<file path="config.mk">
export PLATFORM = sky130hd
export DESIGN_NAME = mem_port_arbiter_flat
export DESIGN_NICKNAME = d
export VERILOG_FILES = /design/src/rtl/mem_port_arbiter_if.sv /design/src/rtl/mem_port_arbiter.sv /design/src/flat_wrapper.sv
export SDC_FILE = /design/constraint.sdc
export NUM_CORES = 1
export LEC_CHECK = 0
export BUFFER_PORTS_ARGS = -buffer_cell sky130_fd_sc_hd__buf_2
export CAP_MARGIN = 0
export CELL_PAD_IN_SITES_DETAIL_PLACEMENT = 1
export CELL_PAD_IN_SITES_GLOBAL_PLACEMENT = 1
export CORE_MARGIN = 8
export CORE_UTILIZATION = 16
export DETAILED_ROUTE_END_ITERATION = 10
export GPL_TIMING_DRIVEN = 0
export HOLD_SLACK_MARGIN = 0.1
export PLACE_DENSITY_LB_ADDON = 0.1
export SLEW_MARGIN = 5
export SYNTH_ARGS = -nofsm -noshare
export SYNTH_HDL_FRONTEND = slang
export SYNTH_SLANG_ARGS = --single-unit
</file>
<file path="constraint.sdc">
create_clock -name clk -period 1.5 [get_ports clk]
set_input_delay 0.075 -clock clk [delete_from_list [all_inputs] [get_ports clk]]
set_output_delay 0.075 -clock clk [all_outputs]
set_load 0.005 [all_outputs]
</file>
<file path="src/rtl/mem_port_arbiter_if.sv">
// Request/response bundle between the two instruction-memory requesters,
// the external memory port and mem_port_arbiter.
interface mem_port_arbiter_if #(
  parameter int ADDR_WIDTH     = 16,
  parameter int MEM_DATA_WIDTH = 40
);
  logic                      i_halt;
  logic [ADDR_WIDTH-1:0]     i_req0_addr;
  logic [ADDR_WIDTH-1:0]     i_req1_addr;
  logic                      i_req0_valid;
  logic                      i_req1_valid;
  logic                      o_req0_ready;
  logic                      o_req1_ready;
  logic [ADDR_WIDTH-1:0]     o_mem_req_addr;
  logic                      o_mem_req_valid;
  logic [MEM_DATA_WIDTH-1:0] i_mem_data;
  logic                      i_mem_data_valid;
  logic                      o_mem_ready;
  logic [MEM_DATA_WIDTH-1:0] o_rsp_data;
  logic                      o_rsp0_valid;
  logic                      o_rsp1_valid;
  logic                      o_rsp_last;
  logic                      o_busy;
  logic                      o_owner;
  logic                      o_spurious_beat;

  // Arbiter side.
  modport slave (
    input  i_halt, i_req0_addr, i_req1_addr, i_req0_valid, i_req1_valid,
           i_mem_data, i_mem_data_valid,
    output o_req0_ready, o_req1_ready, o_mem_req_addr, o_mem_req_valid,
           o_mem_ready, o_rsp_data, o_rsp0_valid, o_rsp1_valid, o_rsp_last,
           o_busy, o_owner, o_spurious_beat
  );

  // Requester / memory side.
  modport master (
    output i_halt, i_req0_addr, i_req1_addr, i_req0_valid, i_req1_valid,
           i_mem_data, i_mem_data_valid,
    input  o_req0_ready, o_req1_ready, o_mem_req_addr, o_mem_req_valid,
           o_mem_ready, o_rsp_data, o_rsp0_valid, o_rsp1_valid, o_rsp_last,
           o_busy, o_owner, o_spurious_beat
  );
endinterface

</file>
<file path="src/rtl/mem_port_arbiter.sv">
// Two-requester arbiter for the shared instruction-memory port: grants, issues the
// block request, then steers NUM_BEATS returning beats to the owner.
// ARB_ROUND_ROBIN_EN selects round-robin tie-breaking; default is fixed priority (req0).
module mem_port_arbiter #(
  parameter int ADDR_WIDTH     = 16,
  parameter int MEM_DATA_WIDTH = 40,
  parameter int NUM_BEATS      = 8
) (
  input  logic               clk,
  input  logic               arst_n,
  mem_port_arbiter_if.slave  bus
);
  localparam int NUM_LANES = 2;
  localparam int CW = $clog2(NUM_BEATS) + 1;
  localparam logic [CW-1:0] LAST_CNT = CW'(NUM_BEATS);

  typedef enum logic [1:0] {IDLE, WAIT, RECV} state_t;

  state_t  state, state_nxt;
  logic [CW-1:0] cnt, cnt_nxt;
  logic    owner, owner_nxt;
  logic    en, win, grant, beat, last;

  logic [NUM_LANES-1:0]                 req_vld;
  logic [NUM_LANES-1:0][ADDR_WIDTH-1:0] req_addr;
  logic [NUM_LANES-1:0]                 req_rdy;
  logic [NUM_LANES-1:0]                 rsp_vld;

  assign req_vld  = {bus.i_req1_valid, bus.i_req0_valid};
  assign req_addr = {bus.i_req1_addr, bus.i_req0_addr};

  // Outputs stay quiet while reset is held, not only after the next edge.
  assign en    = arst_n & ~bus.i_halt;
  assign grant = en & (state == IDLE) & (|req_vld);
  assign beat  = en & (state != IDLE) & bus.i_mem_data_valid;
  assign last  = beat & ((cnt + CW'(1)) == LAST_CNT);

`ifdef ARB_ROUND_ROBIN_EN
  // ptr names the requester that wins the next tie.
  logic ptr;
  assign win = (&req_vld) ? ptr : (req_vld[1] & ~req_vld[0]);

  always_ff @(posedge clk or negedge arst_n) begin
    if (!arst_n)    ptr <= 1'b0;
    else if (grant) ptr <= ~win;
  end
`else
  assign win = ~req_vld[0];
`endif

  always_comb begin
    state_nxt = state;
    cnt_nxt   = cnt;
    owner_nxt = owner;
    case (state)
      IDLE: if (grant) begin
        state_nxt = WAIT;
        owner_nxt = win;
      end
      WAIT, RECV: if (beat) begin
        state_nxt = last ? IDLE : RECV;
        cnt_nxt   = last ? '0 : cnt + CW'(1);
      end
      default: state_nxt = IDLE;
    endcase
  end

  always_ff @(posedge clk or negedge arst_n) begin
    if (!arst_n) begin
      state <= IDLE;
      cnt   <= '0;
      owner <= 1'b0;
    end else begin
      state <= state_nxt;
      cnt   <= cnt_nxt;
      owner <= owner_nxt;
    end
  end

  for (genvar g = 0; g < NUM_LANES; g++) begin : g_lane
    assign req_rdy[g] = grant & (win == 1'(g));
    assign rsp_vld[g] = beat & (owner == 1'(g));
  end

  assign bus.o_req0_ready    = req_rdy[0];
  assign bus.o_req1_ready    = req_rdy[1];
  assign bus.o_mem_req_valid = grant;
  assign bus.o_mem_req_addr  = grant ? req_addr[win] : '0;
  assign bus.o_mem_ready     = en & (state != IDLE);
  assign bus.o_rsp_data      = bus.i_mem_data;
  assign bus.o_rsp0_valid    = rsp_vld[0];
  assign bus.o_rsp1_valid    = rsp_vld[1];
  assign bus.o_rsp_last      = last;
  assign bus.o_busy          = (state != IDLE);
  assign bus.o_owner         = owner;
  assign bus.o_spurious_beat = en & (state == IDLE) & bus.i_mem_data_valid;
endmodule
</file>
<file path="src/flat_wrapper.sv">
// flat-port wrapper written by rule: the top's interface ports become plain ports
module mem_port_arbiter_flat 
#(
  parameter int ADDR_WIDTH     = 16,
  parameter int MEM_DATA_WIDTH = 40,
  parameter int NUM_BEATS      = 8
)
  (clk, arst_n, bus_i_halt, bus_i_req0_addr, bus_i_req1_addr, bus_i_req0_valid, bus_i_req1_valid, bus_i_mem_data, bus_i_mem_data_valid, bus_o_req0_ready, bus_o_req1_ready, bus_o_mem_req_addr, bus_o_mem_req_valid, bus_o_mem_ready, bus_o_rsp_data, bus_o_rsp0_valid, bus_o_rsp1_valid, bus_o_rsp_last, bus_o_busy, bus_o_owner, bus_o_spurious_beat);
  mem_port_arbiter_if #(.ADDR_WIDTH(ADDR_WIDTH), .MEM_DATA_WIDTH(MEM_DATA_WIDTH)) bus_i ();
  input  logic clk;
  input  logic arst_n;
  input wire logic [$bits(bus_i.i_halt)-1:0] bus_i_halt;
  input wire logic [$bits(bus_i.i_req0_addr)-1:0] bus_i_req0_addr;
  input wire logic [$bits(bus_i.i_req1_addr)-1:0] bus_i_req1_addr;
  input wire logic [$bits(bus_i.i_req0_valid)-1:0] bus_i_req0_valid;
  input wire logic [$bits(bus_i.i_req1_valid)-1:0] bus_i_req1_valid;
  input wire logic [$bits(bus_i.i_mem_data)-1:0] bus_i_mem_data;
  input wire logic [$bits(bus_i.i_mem_data_valid)-1:0] bus_i_mem_data_valid;
  output wire logic [$bits(bus_i.o_req0_ready)-1:0] bus_o_req0_ready;
  output wire logic [$bits(bus_i.o_req1_ready)-1:0] bus_o_req1_ready;
  output wire logic [$bits(bus_i.o_mem_req_addr)-1:0] bus_o_mem_req_addr;
  output wire logic [$bits(bus_i.o_mem_req_valid)-1:0] bus_o_mem_req_valid;
  output wire logic [$bits(bus_i.o_mem_ready)-1:0] bus_o_mem_ready;
  output wire logic [$bits(bus_i.o_rsp_data)-1:0] bus_o_rsp_data;
  output wire logic [$bits(bus_i.o_rsp0_valid)-1:0] bus_o_rsp0_valid;
  output wire logic [$bits(bus_i.o_rsp1_valid)-1:0] bus_o_rsp1_valid;
  output wire logic [$bits(bus_i.o_rsp_last)-1:0] bus_o_rsp_last;
  output wire logic [$bits(bus_i.o_busy)-1:0] bus_o_busy;
  output wire logic [$bits(bus_i.o_owner)-1:0] bus_o_owner;
  output wire logic [$bits(bus_i.o_spurious_beat)-1:0] bus_o_spurious_beat;
  assign bus_i.i_halt = bus_i_halt;
  assign bus_i.i_req0_addr = bus_i_req0_addr;
  assign bus_i.i_req1_addr = bus_i_req1_addr;
  assign bus_i.i_req0_valid = bus_i_req0_valid;
  assign bus_i.i_req1_valid = bus_i_req1_valid;
  assign bus_i.i_mem_data = bus_i_mem_data;
  assign bus_i.i_mem_data_valid = bus_i_mem_data_valid;
  assign bus_o_req0_ready = bus_i.o_req0_ready;
  assign bus_o_req1_ready = bus_i.o_req1_ready;
  assign bus_o_mem_req_addr = bus_i.o_mem_req_addr;
  assign bus_o_mem_req_valid = bus_i.o_mem_req_valid;
  assign bus_o_mem_ready = bus_i.o_mem_ready;
  assign bus_o_rsp_data = bus_i.o_rsp_data;
  assign bus_o_rsp0_valid = bus_i.o_rsp0_valid;
  assign bus_o_rsp1_valid = bus_i.o_rsp1_valid;
  assign bus_o_rsp_last = bus_i.o_rsp_last;
  assign bus_o_busy = bus_i.o_busy;
  assign bus_o_owner = bus_i.o_owner;
  assign bus_o_spurious_beat = bus_i.o_spurious_beat;
  mem_port_arbiter #(.ADDR_WIDTH(ADDR_WIDTH), .MEM_DATA_WIDTH(MEM_DATA_WIDTH), .NUM_BEATS(NUM_BEATS)) u_core (.clk(clk), .arst_n(arst_n), .bus(bus_i));
endmodule
</file>
# Word level (Yosys, flattened, before mapping)
# Cells that the tools add are included.
[totals]
regBits = 7
in_bits = 78
out_inout_bits = 66
[classes]
n_addsub = 1
magnitude_cmp = 1
eq_ne = 5
n_mux = 8
bitwise = 14
reduce_logical = 7
[ops]
columns = ["operator", "count"]
rows = [
  ["2-to-1 mux 16 bit", 3],
  ["bitwise AND 1 bit", 11],
  ["2-to-1 mux 2 bit", 3],
  ["AND reduction 2 bit", 3],
  ["adder 4 x 1 -> 4 bit, second input constant", 1],
  ["== test 4 bit, second input constant", 1],
  ["2-to-1 mux 4 bit", 1],
  ["!= test 2 x 1 -> 1 bit, second input constant", 2],
  ["case mux 2 bit (2 select lines)", 1],
  ["OR reduction 2 bit", 2],
  ["NOT 1 bit", 3],
  ["== test 2 x 1 -> 1 bit, second input constant", 1],
  ["== test 2 bit, second input constant", 1],
  ["logical NOT 2 bit", 1],
  ["< comparator 1 x 2 -> 1 bit, second input constant", 1],
  ["nonzero test 2 bit", 1],
]

# Depth between registers and ports, before layout
[depth]
ltp_word = 8
depth_mapped = 7
ltp_nobuf = 6

# Worst setup path before layout
# OpenSTA, ideal clock, no wires.
[synth_timing]
kind = "register -> output"
from = "reg u_core.state[0]"
to = "out bus_o_mem_req_addr[10]"
arrival_time_ps = 1436
required_ps = 1425
setup_slack_ps = -11
path_stages_with_launch = 8
path_buffers = 2
cell_sequence = "dfrtp_1 inv_1 ha_1 and3b_4 and2_4 buf_6 buf_8 a22o_1"
[synth_between]
elab_chain_len = 4
[synth_lines]
columns = ["element", "line", "text"]
rows = [
  ["start, declared", "mem_port_arbiter.sv:19", "state_t state, state_nxt;"],
  ["start signal, assigned", "mem_port_arbiter.sv:74", "state <= state_nxt;"],
  ["logical NOT 2 bit", "mem_port_arbiter.sv:34", "assign grant = en & (state == IDLE) & (|req_vld);"],
  ["bitwise AND 1 bit (2 in series)", "mem_port_arbiter.sv:34", ""],
  ["2-to-1 mux 16 bit", "mem_port_arbiter.sv:88", "assign bus.o_mem_req_addr = grant ? req_addr[win] : '0;"],
  ["end, declared", "flat_wrapper.sv:21", "output wire logic [$bits(bus_i.o_mem_req_addr)-1:0] bus_o_mem_req_addr;"],
]
# No other way between the ends.

# Worst setup path after layout
[layout_timing]
from = "reg u_core.state[1]"
to = "out bus_o_mem_req_addr[14]"
# The elaborated chain is that of the path after synthesis.

==> results.cfg <==
[status]
status = finished, violations left
violations = setup timing

[route]
drt-met1-wl_um = 1660
antenna_left = 0
top_layer_used = met4
finalWirelength_um = 4730
remaining_drc_errors = 0
via_per_inst = 3.91
dr.pass1.iters = 3
wl_met3_um = 538
wl_met2_um = 2480
drtIter0Drc = 25
vias = 1232
wire_per_inst_um = 15.0

[floorplanning]
io_pins = 144
die_h_um = 94.2
core-area_um2 = 5920
initial_utilization = 0.165
num_rows = 28
die_width_um = 94.2
die_area_um2 = 8870

[global_route]
grt_pass1_vias = 1465
grt_pass1_wl_um = 7160
antenna_found_initial = 0
grt-ovfl-total = 0
grt_usage = 0.100
grt_max_degree = 11

[worst_hold_path]
holdPathStages = 3
min_path_type = in2reg

[critical_path]
path_class = reg2out
worstPathArrival_ns = 1.68
rr_worst_depth = 8
crit_chain = inv_2 > ha_4 > and3b_4 > and2_4 > buf_8 > a22o_1 > buf_2
crit_required_ns = 1.42
crit_buf_inv = 3
crit_path_max_fanout = 10
cp_slowest_cell = dfrtp_1
worst_setup_path_end_kind = primary output
start_kind = flip-flop
cp_top_family = simple AND/OR/NAND/NOR gates
crit_path_max_incr_delay_ns = 0.35
cp.depth = 7

[synthesis]
synth.cell_area_um2 = 978
seq_area_frac_synth = 0.179
synth-seq-cells = 7
yosysTopAreaCell = buf_4
synth_edf_count = 0
yosys.area.top_type_share = 0.307
yosysWarnings = 0
syn-num-nets = 197
synth.distinct_cells = 27
avgSynthCellArea_um2 = 8.51
synthCells = 115
yosys-top-cells-area = buf_4 31%, dfrtp_1 18%, a22o_1 15%, ha_1 5.1%, and2_1 3.2%
async_flop_share = 1.00
ys.flop_type = dfrtp_1

[sta]
fin_skew_ns = 0.00250
fin_crit_ns = 1.76
period_share = 1.17
setup_violations = 26
hold_viol = 0
grt_setup_unrepaired = yes
maxSlewViolCount = 0
setup_slack_ns = -0.255
slew_headroom = 0.744
setup_tns_ns = -4.79
tightest_slew_ns = 0.383
fmax_ghz = 0.570

[clock_network]
clock_latency_ns = 0.23
cts_made_buffers = 3
htree_levels = 1
cts_root_buf = clkbuf_8
clock-sinks = 7
cts_tree = yes
clkSlewWorstSetupHoldPaths_ns = 0.04
clockBufferDepth = 2

[finish]
layout_common_cells = 99 x buf_2, 54 x buf_4, 17 x a22o_1, 8 x buf_6, 7 x dfrtp_1
n_fill_cell = 731
multi_input_area_um2 = 498
final_common_cell = buf_2
antenna_cells = 0
seqCellArea_um2 = 175
drive_gt1_frac = 0.771
instances_no_fill = 315
synthToLayoutAreaGrowth_pct = 90.8
fin_nets = 323

[power_and_ir_drop]
swShare = 0.351
vdd_drop_max_uv = 348
clkPwrFrac = 0.195
pwr-share-seq = 0.216
p_switching_w = 0.000500
p_int_w = 0.000924
power.leakage_nw = 1.10
combPwrFrac = 0.589
p_per_area_nw_per_um2 = 763

[placed_design]
dp_hpwl_um = 3940
portBuffers = 103
gp_congestion = 0.700
place_inst = 293

[job]
drv_cap = 0
## final timing paths
kind                                         start  slack [ns]                endpoint
worst min register to register  u_core.bus.o_owner        0.55      u_core.bus.o_owner
worst max register to register     u_core.state[1]       -0.08         u_core.state[1]
min in group asynchronous                   arst_n        0.36           u_core.cnt[3]
worst min-delay path              bus_i_req1_valid        0.23         u_core.state[0]
worst max-delay path               u_core.state[1]       -0.26  bus_o_mem_req_addr[14]
max in group asynchronous                   arst_n        0.86         u_core.state[0]
## worst register-to-register path, cell delays in order (launching register included)
cell and delay [ns]:
dfrtp_1 0.35, inv_2 0.06, ha_4 0.16, buf_4 0.13
and4bb_2 0.36, nand2_2 0.07, a21oi_2 0.12, buf_4 0.13
o32ai_2 0.08
## routing by layer
metal  vias to the layer above  track usage
li1                        606            -
met1                       551       0.0990
met2                        67        0.183
met3                         8       0.0488
met4                         0       0.0211
met5                         -            0
## cells in the mapped netlist (2+ instances only)
cell type  count
buf_4         40
xnor2_1        2
a21oi_1        5
buf_6          2
and2_1         5
a22o_1        17
ha_1           4
dfrtp_1        7
nand2_1        8
o21ai_1        3
o21ai_0        2
inv_1          5
## stage by stage
stage / total power (W) / util / cell area [um2] / setup WS (ns) / hold WS, ns
final: 0.00142 / 0.315 / 1870 / -0.255 / 0.229
after global routing: 0.00155 / 0.315 / 1870 / -0.352 / 0.264
after CTS: 0.00142 / 0.308 / 1820 / -0.273 / 0.217
after detailed placement: 0.000940 / 0.269 / 1590 / -0.177 / -0.0512
after global placement: 0.000944 / 0.269 / 1590 / -0.199 / -0.0517
after floorplan: 0.000668 / - / 981 / 0.0301 / -0.221
## layout make-up
type,count,share of cell area
repair buffers,122,0.380
well taps,75,0.0503
flip-flops and latches,7,0.0938
clock buffers,4,0.0241
multi-input cells,60,0.267
inverters,5,0.0101
plain buffers,42,0.175
## sequential cells by signal, indices dropped and copies added, names as in the netlist
| register | flops |
|---|---|
| u_core.state | 2 |
| u_core.bus.o_owner | 1 |
| u_core.cnt | 4 |
## power groups by stage
stage / clock [W] / combinational [W] / sequential [W]
2_1_floorplan: 0 / 0.000374 / 0.000294
3_3_place_gp: 0 / 0.000634 / 0.000310
3_5_place_dp: 0 / 0.000630 / 0.000310
4_1_cts: 0.000290 / 0.000821 / 0.000306
5_1_grt: 0.000299 / 0.000934 / 0.000320
6_report: 0.000277 / 0.000838 / 0.000308
## timing repair
action / CTS / global route
endpoints found under the setup margin: 26 / 30
cloned: 1 / 0
endpoints found under the hold margin: 7 / 0
hold buffers: 1 / 0
buffers inserted: 13 / 4
pin swaps: 11 / 9
gates resized for setup: 21 / 4
## kinds of logic after synthesis
logic type / Yosys count / synth area share
buf+inv: 48 / 0.364
simple gates: 24 / 0.155
xor+xnor: 2 / 0.0179
fa+ha+maj: 4 / 0.0512
compound gates: 30 / 0.233
flops: 7 / 0.179
Power figures use the tool's default switching activity.
